`src/rtl/mem_arbiter_if.sv`:
```
// rtl/mem_arbiter_if.sv - fetch/data request ports and single-port memory bus of the arbiter
interface mem_arbiter_if;
  logic        i_req;
  logic [31:0] i_addr;
  logic        i_ack;
  logic [31:0] i_rdata;
  logic        d_req;
  logic        d_we;
  logic [31:0] d_addr;
  logic [31:0] d_wdata;
  logic        d_ack;
  logic [31:0] d_rdata;
  logic [31:0] mem_addr;
  logic        mem_wr;
  logic [31:0] mem_wdata;
  logic [31:0] mem_rdata;

  // Arbiter side: takes requests and memory data, drives acks and the memory bus.
  modport slave (
    input  i_req, i_addr, d_req, d_we, d_addr, d_wdata, mem_rdata,
    output i_ack, i_rdata, d_ack, d_rdata, mem_addr, mem_wr, mem_wdata
  );

  // Requester/memory side.
  modport master (
    output i_req, i_addr, d_req, d_we, d_addr, d_wdata, mem_rdata,
    input  i_ack, i_rdata, d_ack, d_rdata, mem_addr, mem_wr, mem_wdata
  );
endinterface

```
`src/rtl/mem_arbiter.sv`:
```
// rtl/mem_arbiter.sv - round-robin fetch/data arbiter in front of a fixed-latency single-port memory
module mem_arbiter #(
  parameter int unsigned LATENCY = 2
) (
  input  logic        clock,
  input  logic        reset,
  mem_arbiter_if.slave bus,
  output logic        busy,
  output logic [1:0]  state_out
);

  localparam logic [1:0] IDLE = 2'd0;
  localparam logic [1:0] BUSY = 2'd1;
  localparam logic [1:0] RESP = 2'd2;

  localparam logic OWN_I = 1'b0;
  localparam logic OWN_D = 1'b1;

  localparam logic [2:0] READ_WAIT = 3'(LATENCY);

  logic [1:0]  state;
  logic [2:0]  count;
  logic        owner;
  logic        last_grant;
  logic        we;
  logic [31:0] addr;
  logic [31:0] wdata;
  logic [31:0] rdata;
  logic        grant_d;

  // Data side wins when it is the only requester, or on contention when fetch was granted last.
  always_comb begin
    grant_d = bus.d_req && (!bus.i_req || (last_grant == OWN_I));
  end

  // Transaction FSM: grant and latch in IDLE, count down memory latency in BUSY, ack in RESP.
  always_ff @(posedge clock or negedge reset) begin
    if (!reset) begin
      state      <= IDLE;
      count      <= 3'd0;
      owner      <= OWN_I;
      last_grant <= OWN_I;
      we         <= 1'b0;
      addr       <= 32'd0;
      wdata      <= 32'd0;
      rdata      <= 32'd0;
    end else begin
      case (state)
        IDLE: begin
          if (bus.i_req || bus.d_req) begin
            state      <= BUSY;
            owner      <= grant_d;
            last_grant <= grant_d;
            if (grant_d) begin
              addr  <= bus.d_addr;
              we    <= bus.d_we;
              wdata <= bus.d_wdata;
              count <= bus.d_we ? 3'd0 : READ_WAIT;
            end else begin
              // Fetches never write; the previous write data stays on the bus.
              addr  <= bus.i_addr;
              we    <= 1'b0;
              count <= READ_WAIT;
            end
          end
        end
        BUSY: begin
          if (count != 3'd0) begin
            count <= count - 3'd1;
          end else begin
            if (!we) begin
              rdata <= bus.mem_rdata;
            end
            state <= RESP;
          end
        end
        RESP: begin
          state <= IDLE;
        end
        default: begin
          state <= IDLE;
        end
      endcase
    end
  end

  assign bus.mem_addr  = addr;
  assign bus.mem_wdata = wdata;
  assign bus.mem_wr    = (state == BUSY) && we;
  assign bus.i_ack     = (state == RESP) && (owner == OWN_I);
  assign bus.d_ack     = (state == RESP) && (owner == OWN_D);
  assign bus.i_rdata   = rdata;
  assign bus.d_rdata   = rdata;
  assign busy          = (state != IDLE);
  assign state_out     = state;

endmodule
```
`src/flat_wrapper.sv`:
```
// flat-port wrapper written by rule: the top's interface ports become plain ports
module mem_arbiter_flat 
#(
  parameter int unsigned LATENCY = 2
)
  (clock, reset, busy, state_out, bus_i_req, bus_i_addr, bus_d_req, bus_d_we, bus_d_addr, bus_d_wdata, bus_mem_rdata, bus_i_ack, bus_i_rdata, bus_d_ack, bus_d_rdata, bus_mem_addr, bus_mem_wr, bus_mem_wdata);
  mem_arbiter_if bus_i ();
  input  logic clock;
  input  logic reset;
  output logic busy;
  output logic [1:0] state_out;
  input wire logic [$bits(bus_i.i_req)-1:0] bus_i_req;
  input wire logic [$bits(bus_i.i_addr)-1:0] bus_i_addr;
  input wire logic [$bits(bus_i.d_req)-1:0] bus_d_req;
  input wire logic [$bits(bus_i.d_we)-1:0] bus_d_we;
  input wire logic [$bits(bus_i.d_addr)-1:0] bus_d_addr;
  input wire logic [$bits(bus_i.d_wdata)-1:0] bus_d_wdata;
  input wire logic [$bits(bus_i.mem_rdata)-1:0] bus_mem_rdata;
  output wire logic [$bits(bus_i.i_ack)-1:0] bus_i_ack;
  output wire logic [$bits(bus_i.i_rdata)-1:0] bus_i_rdata;
  output wire logic [$bits(bus_i.d_ack)-1:0] bus_d_ack;
  output wire logic [$bits(bus_i.d_rdata)-1:0] bus_d_rdata;
  output wire logic [$bits(bus_i.mem_addr)-1:0] bus_mem_addr;
  output wire logic [$bits(bus_i.mem_wr)-1:0] bus_mem_wr;
  output wire logic [$bits(bus_i.mem_wdata)-1:0] bus_mem_wdata;
  assign bus_i.i_req = bus_i_req;
  assign bus_i.i_addr = bus_i_addr;
  assign bus_i.d_req = bus_d_req;
  assign bus_i.d_we = bus_d_we;
  assign bus_i.d_addr = bus_d_addr;
  assign bus_i.d_wdata = bus_d_wdata;
  assign bus_i.mem_rdata = bus_mem_rdata;
  assign bus_i_ack = bus_i.i_ack;
  assign bus_i_rdata = bus_i.i_rdata;
  assign bus_d_ack = bus_i.d_ack;
  assign bus_d_rdata = bus_i.d_rdata;
  assign bus_mem_addr = bus_i.mem_addr;
  assign bus_mem_wr = bus_i.mem_wr;
  assign bus_mem_wdata = bus_i.mem_wdata;
  mem_arbiter #(.LATENCY(LATENCY)) u_core (.clock(clock), .reset(reset), .bus(bus_i), .busy(busy), .state_out(state_out));
endmodule
```
`config.mk`:
```
export PLATFORM = sky130hd
export DESIGN_NAME = mem_arbiter_flat
export DESIGN_NICKNAME = d
export VERILOG_FILES = /design/src/rtl/mem_arbiter_if.sv /design/src/rtl/mem_arbiter.sv /design/src/flat_wrapper.sv
export SDC_FILE = /design/constraint.sdc
export NUM_CORES = 1
export LEC_CHECK = 0
export CAP_MARGIN = 20
export CELL_PAD_IN_SITES_DETAIL_PLACEMENT = 1
export CELL_PAD_IN_SITES_GLOBAL_PLACEMENT = 2
export CORE_UTILIZATION = 26
export CTS_CLUSTER_SIZE = 8
export DETAILED_ROUTE_END_ITERATION = 10
export PLACE_DENSITY_LB_ADDON = 0.15
export REMOVE_ABC_BUFFERS = 1
export SLEW_MARGIN = 10
export SYNTH_ARGS = -nofsm -noshare
export SYNTH_HDL_FRONTEND = slang
export SYNTH_SLANG_ARGS = --single-unit
export TNS_END_PERCENT = 30
```
`constraint.sdc`:
```
create_clock -name clock -period 3.05 [get_ports clock]
set_input_delay 0.305 -clock clock [delete_from_list [all_inputs] [get_ports clock]]
set_output_delay 0.305 -clock clock [all_outputs]
set_load 0.02 [all_outputs]
```
==> results of run 1 <==
## worst paths after layout
path	slack (ns)	to	cells after the start	from
hold / removal	0.51	u_core.bus.mem_wdata[29]	1	u_core.bus.mem_wdata[29]
max in group asynchronous	1.75	u_core.bus.mem_wdata[1]	3	reset
hold reg to reg	0.51	u_core.bus.mem_wdata[29]	1	u_core.bus.mem_wdata[29]
min in group asynchronous	0.52	u_core.bus.mem_addr[16]	2	reset
setup reg to reg	0.81	u_core.bus.d_rdata[8]	7	u_core.count[0]
setup / recovery	0.81	u_core.bus.d_rdata[8]	7	u_core.count[0]
## Yosys cell counts
cell | number | area [sq um]
mux2_4 | 30 | 450
nor3b_1 | 2 | 15.0
dfrtp_1 | 103 | 2580
and2_1 | 1 | 6.26
a211oi_1 | 1 | 7.51
o21ai_0 | 3 | 15.0
buf_6 | 4 | 45.0
or3_1 | 1 | 6.26
a31oi_1 | 1 | 6.26
buf_4 | 36 | 270
nor2_1 | 3 | 11.3
or2b_1 | 1 | 7.51
inv_1 | 6 | 22.5
nand2_2 | 1 | 6.26
o21a_1 | 1 | 7.51
nand3_1 | 1 | 5.00
a21boi_4 | 1 | 18.8
buf_2 | 6 | 30.0
ha_1 | 2 | 25.0
and3b_2 | 1 | 10.0
nor3_1 | 1 | 5.00
and3b_1 | 1 | 8.76
mux2_2 | 100 | 1130
## power groups by stage
stage          combinational, mW  clock, mW  sequential, mW
2_1_floorplan               1.36          0            3.59
3_3_place_gp                4.73          0            2.55
3_5_place_dp                4.78          0            2.57
4_1_cts                     4.80       1.24            2.57
5_1_grt                     4.98       1.28            2.65
6_report                    4.72       1.18            2.54
## state kept, by name (all words and copies together), names as in the netlist
signal and flops:
u_core.bus.mem_addr 32, u_core.count 3, u_core.bus.mem_wdata 32, u_core.bus.d_rdata 32
u_core.state_out 2, u_core.we 1, u_core.owner 1
## routing by layer
layer	part of all wire, %	routed length, um
met1	39	5160
met2	51	6740
met3	9.4	1240
met4	1.0	138
met5	0	0
## cell families (layout without fill, tap and decap cells)
family                   Yosys count  in the layout  synth area share [%]
adder cells (fa/ha/maj)            2              2                 0.534
AND/OR/NAND/NOR                   13             13                  1.74
AO/OA/AOI/OAI                      7              7                  1.18
flip-flops                       103            103                  55.0
multiplexers                     130            130                  33.7
buffers and inverters             52            294                  7.85
## cell type report
class,count,area (sq um)
Inverter,6,22.5
Clock buffer,11,243
Timing Repair Buffer,272,2730
Tap cell,225,282
Multi-Input combinational cell,152,1740
Clock inverter,5,56.3
Sequential cell,103,2580
Fill cell,1770,9760
## worst max-delay path, delay by kind of cell, from the launching register on
kind | cells | cell delay (ns)
buf+inv | 2 | 0.39
mux | 1 | 0.32
simple gates | 2 | 0.71
flops | 1 | 0.38
fa+ha+maj | 2 | 0.33
## through the flow
stage / total power [mW] / instances / util, %
floorplan: 4.95 / 261 / -
global placement: 7.27 / 757 / 42.2
detailed placement: 7.36 / 757 / 42.2
CTS: 8.60 / 774 / 43.9
global route: 8.91 / 774 / 43.9
finish: 8.44 / 774 / 43.9
## placed cells by master (no fill, tap or decap)
master	count
clkdlybuf4s50_1	265
dfrtp_1	103
mux2_2	100
mux2_4	30
clkbuf_16	9
inv_1	6
buf_4	4
nor2_1	3
o21ai_0	3
nor3b_1	2
ha_1	2
clkinv_2	2
buf_12	2
or2b_1	1
a21boi_4	1
nand2_2	1
and3b_1	1
and2_2	1
o21a_1	1
and3b_2	1
a31oi_1	1
nor3_1	1
a211oi_1	1
or3_1	1
nand3_1	1
clkbuf_8	1
clkbuf_1	1
clkinvlp_4	1
bufinv_16	1
inv_6	1
dlygate4sd3_1	1
==> run_results.csv, run 1 <==
group,metric,value,unit
status,status,"complete, no violations",
layout,design_area,0.00765,sq mm
critical_path,crit_type,"register to register",
synthesis,synth_area,0.00468,sq mm
synthesis,avgSynthCellArea,15.3,sq um
cts,clock_path_buffers,2,
critical_path,cp-end-kind,"register",
sta,setup_ws,0.806,ns
run,drv_cap,0,
pwr,peakVddDrop,0.000464,V
critical_path,start_kind,"register",
sta,worst_slew_pin_slew,0.784,ns
global_routing,grt_use_total,14.4,%
critical_path,critPathMaxStageDelay,0.53,ns
sta,setup_viol,0,
synthesis,yosysWarnings,0,
place,routabilityCongestion,0.773,
sta,finalHoldViolations,0,
place,dp_slack,0.771,ns
sta,timing.clock.skew,0.00367,ns
die,die_h,136,um
cts,numCtsBuffers,9,
sta,period_share,73.6,%
synthesis,synthDistinctLibCells,23,
global_routing,grt_pass1_wl,20000,um
hold_path,hp-class,"register to register",
global_routing,met3_usage,5.15,%
die,start_util,26.9,%
critical_path,path_cells,"inv_1 -> ha_1 -> ha_1 -> and3b_1 -> and2_2 -> buf_4 -> mux2_4",
die,core_area,0.0174,sq mm
sta,rsz0062_at_grt,"no",
cts,clock_latency,0.35,ns
pwr,pwr-share-seq,30.1,%
pwr,p_switching,3.08,mW
layout,syn2layout_area_growth,63.4,%
synthesis,synth-seq-cells,103,
cts,cts_max_level,3,
detailed_routing,via_per_inst,4.23,
sta,maxSlewViolCount,0,
synthesis,postSynthCellCount,307,
cts,clockRootBuffer,"clkbuf_16",
place,portBuffers,266,
sta,max_clock_freq,446,MHz
cts,cts_tree,"built",
detailed_routing,drc_errors,0,
detailed_routing,drtPass1Iterations,4,
layout,nets,679,
die,pin_count,267,
cts,clk_pin_slew,0.07,ns
cts,clock-sinks,103,
die,die_x,136,um
layout,drive_gt1_share,28.2,%
sta,slew_headroom,47.6,%
cts,post_cts_buffers,0,
die,dieArea,0.0186,sq mm
global_routing,use_met1,16.5,%
synthesis,seq_area_frac_synth,55.0,%
place,hpwl,10000,um
detailed_routing,initialDrtViolationCount,86,
global_routing,grt_pass1_vias,3629,
critical_path,required,3.28,ns
sta,fin_setup_tns,0,ns
pwr,p_sw_share,36.5,%
critical_path,crit_fanout,18,
cts,cts_hold_buf,1,
global_routing,use_met2,24.8,%
cts,cts_resized,0,
detailed_routing,num_vias,3273,
die,rows,48,
layout,diodes,0,
global_routing,gr-total-overflow,0,
critical_path,crit_path_frequent_cell,"ha_1",
sta,min_period,2.24,ns
detailed_routing,wl_per_cell,17.2,um
pwr,p_clk_share,13.9,%
place,placed_area,0.00734,sq mm
pwr,p_leak,3.14,nW
critical_path,arrival,2.48,ns
detailed_routing,postRouteAntennaNets,0,
pwr,p_int,5.36,mW
pwr,pwr-share-comb,55.9,%
critical_path,crit_path_top_delay_cell,"and2_2",
global_routing,busiest_layer,"met2",
pwr,p_per_area,1100,mW/mm^2
sta,timing.hold.ws,0.506,ns
detailed_routing,drt_wl_total,13300,um
global_routing,grt_max_degree,57,
global_routing,antenna_found_initial,0,
Power figures use the tool's default switching activity.
==> inputs of run 2 (changes only) <==
Settings changed: CORE_UTILIZATION 26 to 24.
Clock period 3.05 ns to 2.1 ns, I/O delays scaled along.
==> run 2 against run 1 <==
  * Clock skew grew 0.0027 ns
  * Sequential power increased by 45%
  * Cell count rose by 5.3%
  * Clock power grew 47%
  * Global-route usage decreased by 0.63 points
  * Register-to-register slack got worse by 0.61 ns
  * Count of clock-buffer cells in the layout down 2
  * First-iteration DRC count down 64%
  * Non-clock buffer count increased by 6
  * Worst hold slack worse by 0.15 ns
==> run_results.csv, run 2 (synthesized netlist as in run 1, its figures left out) <==
group,metric,value,unit
layout,syn2layout_area_growth,66.0,%
hold_path,hp-class,"input pin to asynchronous set/reset pin",
cts,clockRootBuffer,"clkbuf_16",
critical_path,crit_path_top_delay_cell,"clkdlybuf4s50_1",
critical_path,cpLargestDelayFamily,"buffers and inverters",
critical_path,start_kind,"register",
sta,min_period,1.96,ns
detailed_routing,drc_errors,0,
die,pin_count,267,
critical_path,critPathMaxStageDelay,0.66,ns
layout,nets,685,
critical_path,crit_fanout,9,
sta,finalHoldViolations,0,
sta,max_clock_freq,509,MHz
sta,period_share,93.5,%
layout,design_area,0.00777,sq mm
critical_path,cp-end-kind,"output pin",
critical_path,crit_type,"register to output pin",
pwr,p_clk_share,14.1,%
cts,clock_latency,0.34,ns
status,status,"complete, no violations",
sta,slew_headroom,63.2,%
place,routabilityCongestion,0.727,
critical_path,required,1.89,ns
place,placed_area,0.00746,sq mm
layout,fillers,2008,
global_routing,antenna_found_initial,0,
sta,maxSlewViolCount,0,
die,dieArea,0.0201,sq mm
cts,clk_pin_slew,0.08,ns
cts,clock-sinks,103,
cts,cts_max_level,3,
layout,diodes,0,
die,core_area,0.0189,sq mm
layout,final_cells,815,
detailed_routing,postRouteAntennaNets,0,
cts,numCtsBuffers,9,
global_routing,grt_pass1_wl,21100,um
critical_path,path_cells,"nor3b_1 -> clkdlybuf4s50_1",
pwr,peakVddDrop,0.000722,V
critical_path,crit_buf_inv,1,
pwr,p_switching,4.55,mW
die,die_x,142,um
sta,worst_slew_pin_slew,0.548,ns
global_routing,gr-total-overflow,0,
die,die_h,142,um
pwr,p_per_area,1590,mW/mm^2
layout,drive_gt1_share,29.5,%
sta,setup_viol,0,
pwr,pwr-share-comb,56.1,%
place,placedCellCount,798,
die,start_util,24.8,%
detailed_routing,num_vias,3321,
pwr,p_sw_share,36.8,%
place,hpwl,10300,um
cts,post_cts_buffers,0,
sta,timing.clock.skew,0.00636,ns
layout,mostFrequentLayoutCell,"clkdlybuf4s50_1",
detailed_routing,wl_per_cell,16.6,um
pwr,pwr-share-seq,29.8,%
detailed_routing,via_per_inst,4.07,
global_routing,grt_pass1_vias,3749,
detailed_routing,drtPass1Iterations,4,
pwr,p_int,7.81,mW
critical_path,arrival,1.75,ns
die,rows,50,
global_routing,grt_max_degree,37,
cts,clock_path_buffers,2,
layout,final_cell_mix,"264 x clkdlybuf4s50_1, 103 x dfrtp_1, 100 x mux2_2",
place,portBuffers,266,
detailed_routing,drt_wl_total,13600,um
sta,fin_setup_tns,0,ns
detailed_routing,initialDrtViolationCount,31,
pwr,p_leak,3.18,nW
cts,cts_tree,"built",
sta,rsz0062_at_grt,"no",
run,drv_cap,0,
global_routing,grt_use_total,13.7,%
[run 2: cell count changes in the layout (fill, tap and decap cells not counted)]
cell             before  now
clkinv_2              2    1
buf_12                2    4
buf_4                 4    8
inv_8                 0    1
clkdlybuf4s50_1     265  264
clkinv_4              0    1
o21a_1                1    0
dlygate4sd2_1         0    1
inv_6                 1    2
nor2_2                0    1
clkbuf_8              1    0
o21a_2                0    1
nor2_1                3    2
clkbuf_1              1    0
[run 2: worst paths after layout]
kind                                              from                       end  slack (ns)  depth (start not counted)
worst min register to register  u_core.bus.mem_addr[0]    u_core.bus.mem_addr[0]        0.51                          1
worst max register to register         u_core.count[0]    u_core.bus.d_rdata[30]        0.20                          7
worst min-delay path                             reset    u_core.bus.mem_addr[9]        0.36                          2
worst max-delay path               u_core.state_out[0]                 bus_i_ack        0.14                          2
max in group asynchronous                        reset  u_core.bus.mem_wdata[27]        1.06                          3
min in group clock                     bus_d_wdata[24]  u_core.bus.mem_wdata[24]        0.47                          2
[run 2: per-layer routing]
layer | GRT usage (%) | wire, um | up-vias | part of all wire (%)
met4 | 4.58 | 170 | 0 | 1.3
li1 | - | - | 1520 | -
met1 | 17.2 | 5780 | 1635 | 43
met5 | 0 | 0 | - | 0
met3 | 4.42 | 1220 | 8 | 9.0
met2 | 22.3 | 6390 | 158 | 47
[run 2: power groups by stage]
stage	combinational, mW	clock (mW)	sequential, mW
2_1_floorplan	1.97	0	5.22
3_5_place_dp	7.04	0	3.72
5_1_grt	7.30	1.90	3.86
3_3_place_gp	6.94	0	3.69
6_report	6.93	1.74	3.69
4_1_cts	7.04	1.82	3.71
[run 2: area by class of cell]
| class | instances | area [sq um] | share of cell area (%) |
|---|---|---|---|
| repair buffers | 278 | 2800 | 36.0 |
| flip-flops and latches | 103 | 2580 | 33.2 |
| multi-input cells | 152 | 1740 | 22.4 |
| well taps | 260 | 325 | 4.18 |
| clock buffers | 9 | 225 | 2.90 |
| clock inverters | 7 | 80.1 | 1.03 |
| inverters | 6 | 22.5 | 0.290 |
[run 2: what timing repair did]
action                                  in CTS  in global routing
hold buffers                                 1                  0
endpoints found under the setup margin       1                  1
gates resized for setup                      1                  1
endpoints found under the hold margin       32                  0
[run 2: per-stage QoR]
stage | hold slack [ns] | power (mW) | worst slack, ns | util (%)
floorplan | -0.0856 | 7.18 | -0.507 | -
global placement | 0.211 | 10.6 | 0.172 | 39.5
detailed placement | 0.205 | 10.8 | 0.125 | 39.5
CTS | 0.364 | 12.6 | 0.0759 | 41.1
global route | 0.411 | 13.1 | 0.0507 | 41.2
finish | 0.357 | 12.4 | 0.137 | 41.2
==> inputs of run 3 (changes only) <==
Settings changed: CORE_MARGIN set to 1.
==> results of run 3 <==
The final DEF is identical to that of run 2; final timing and power are the same.
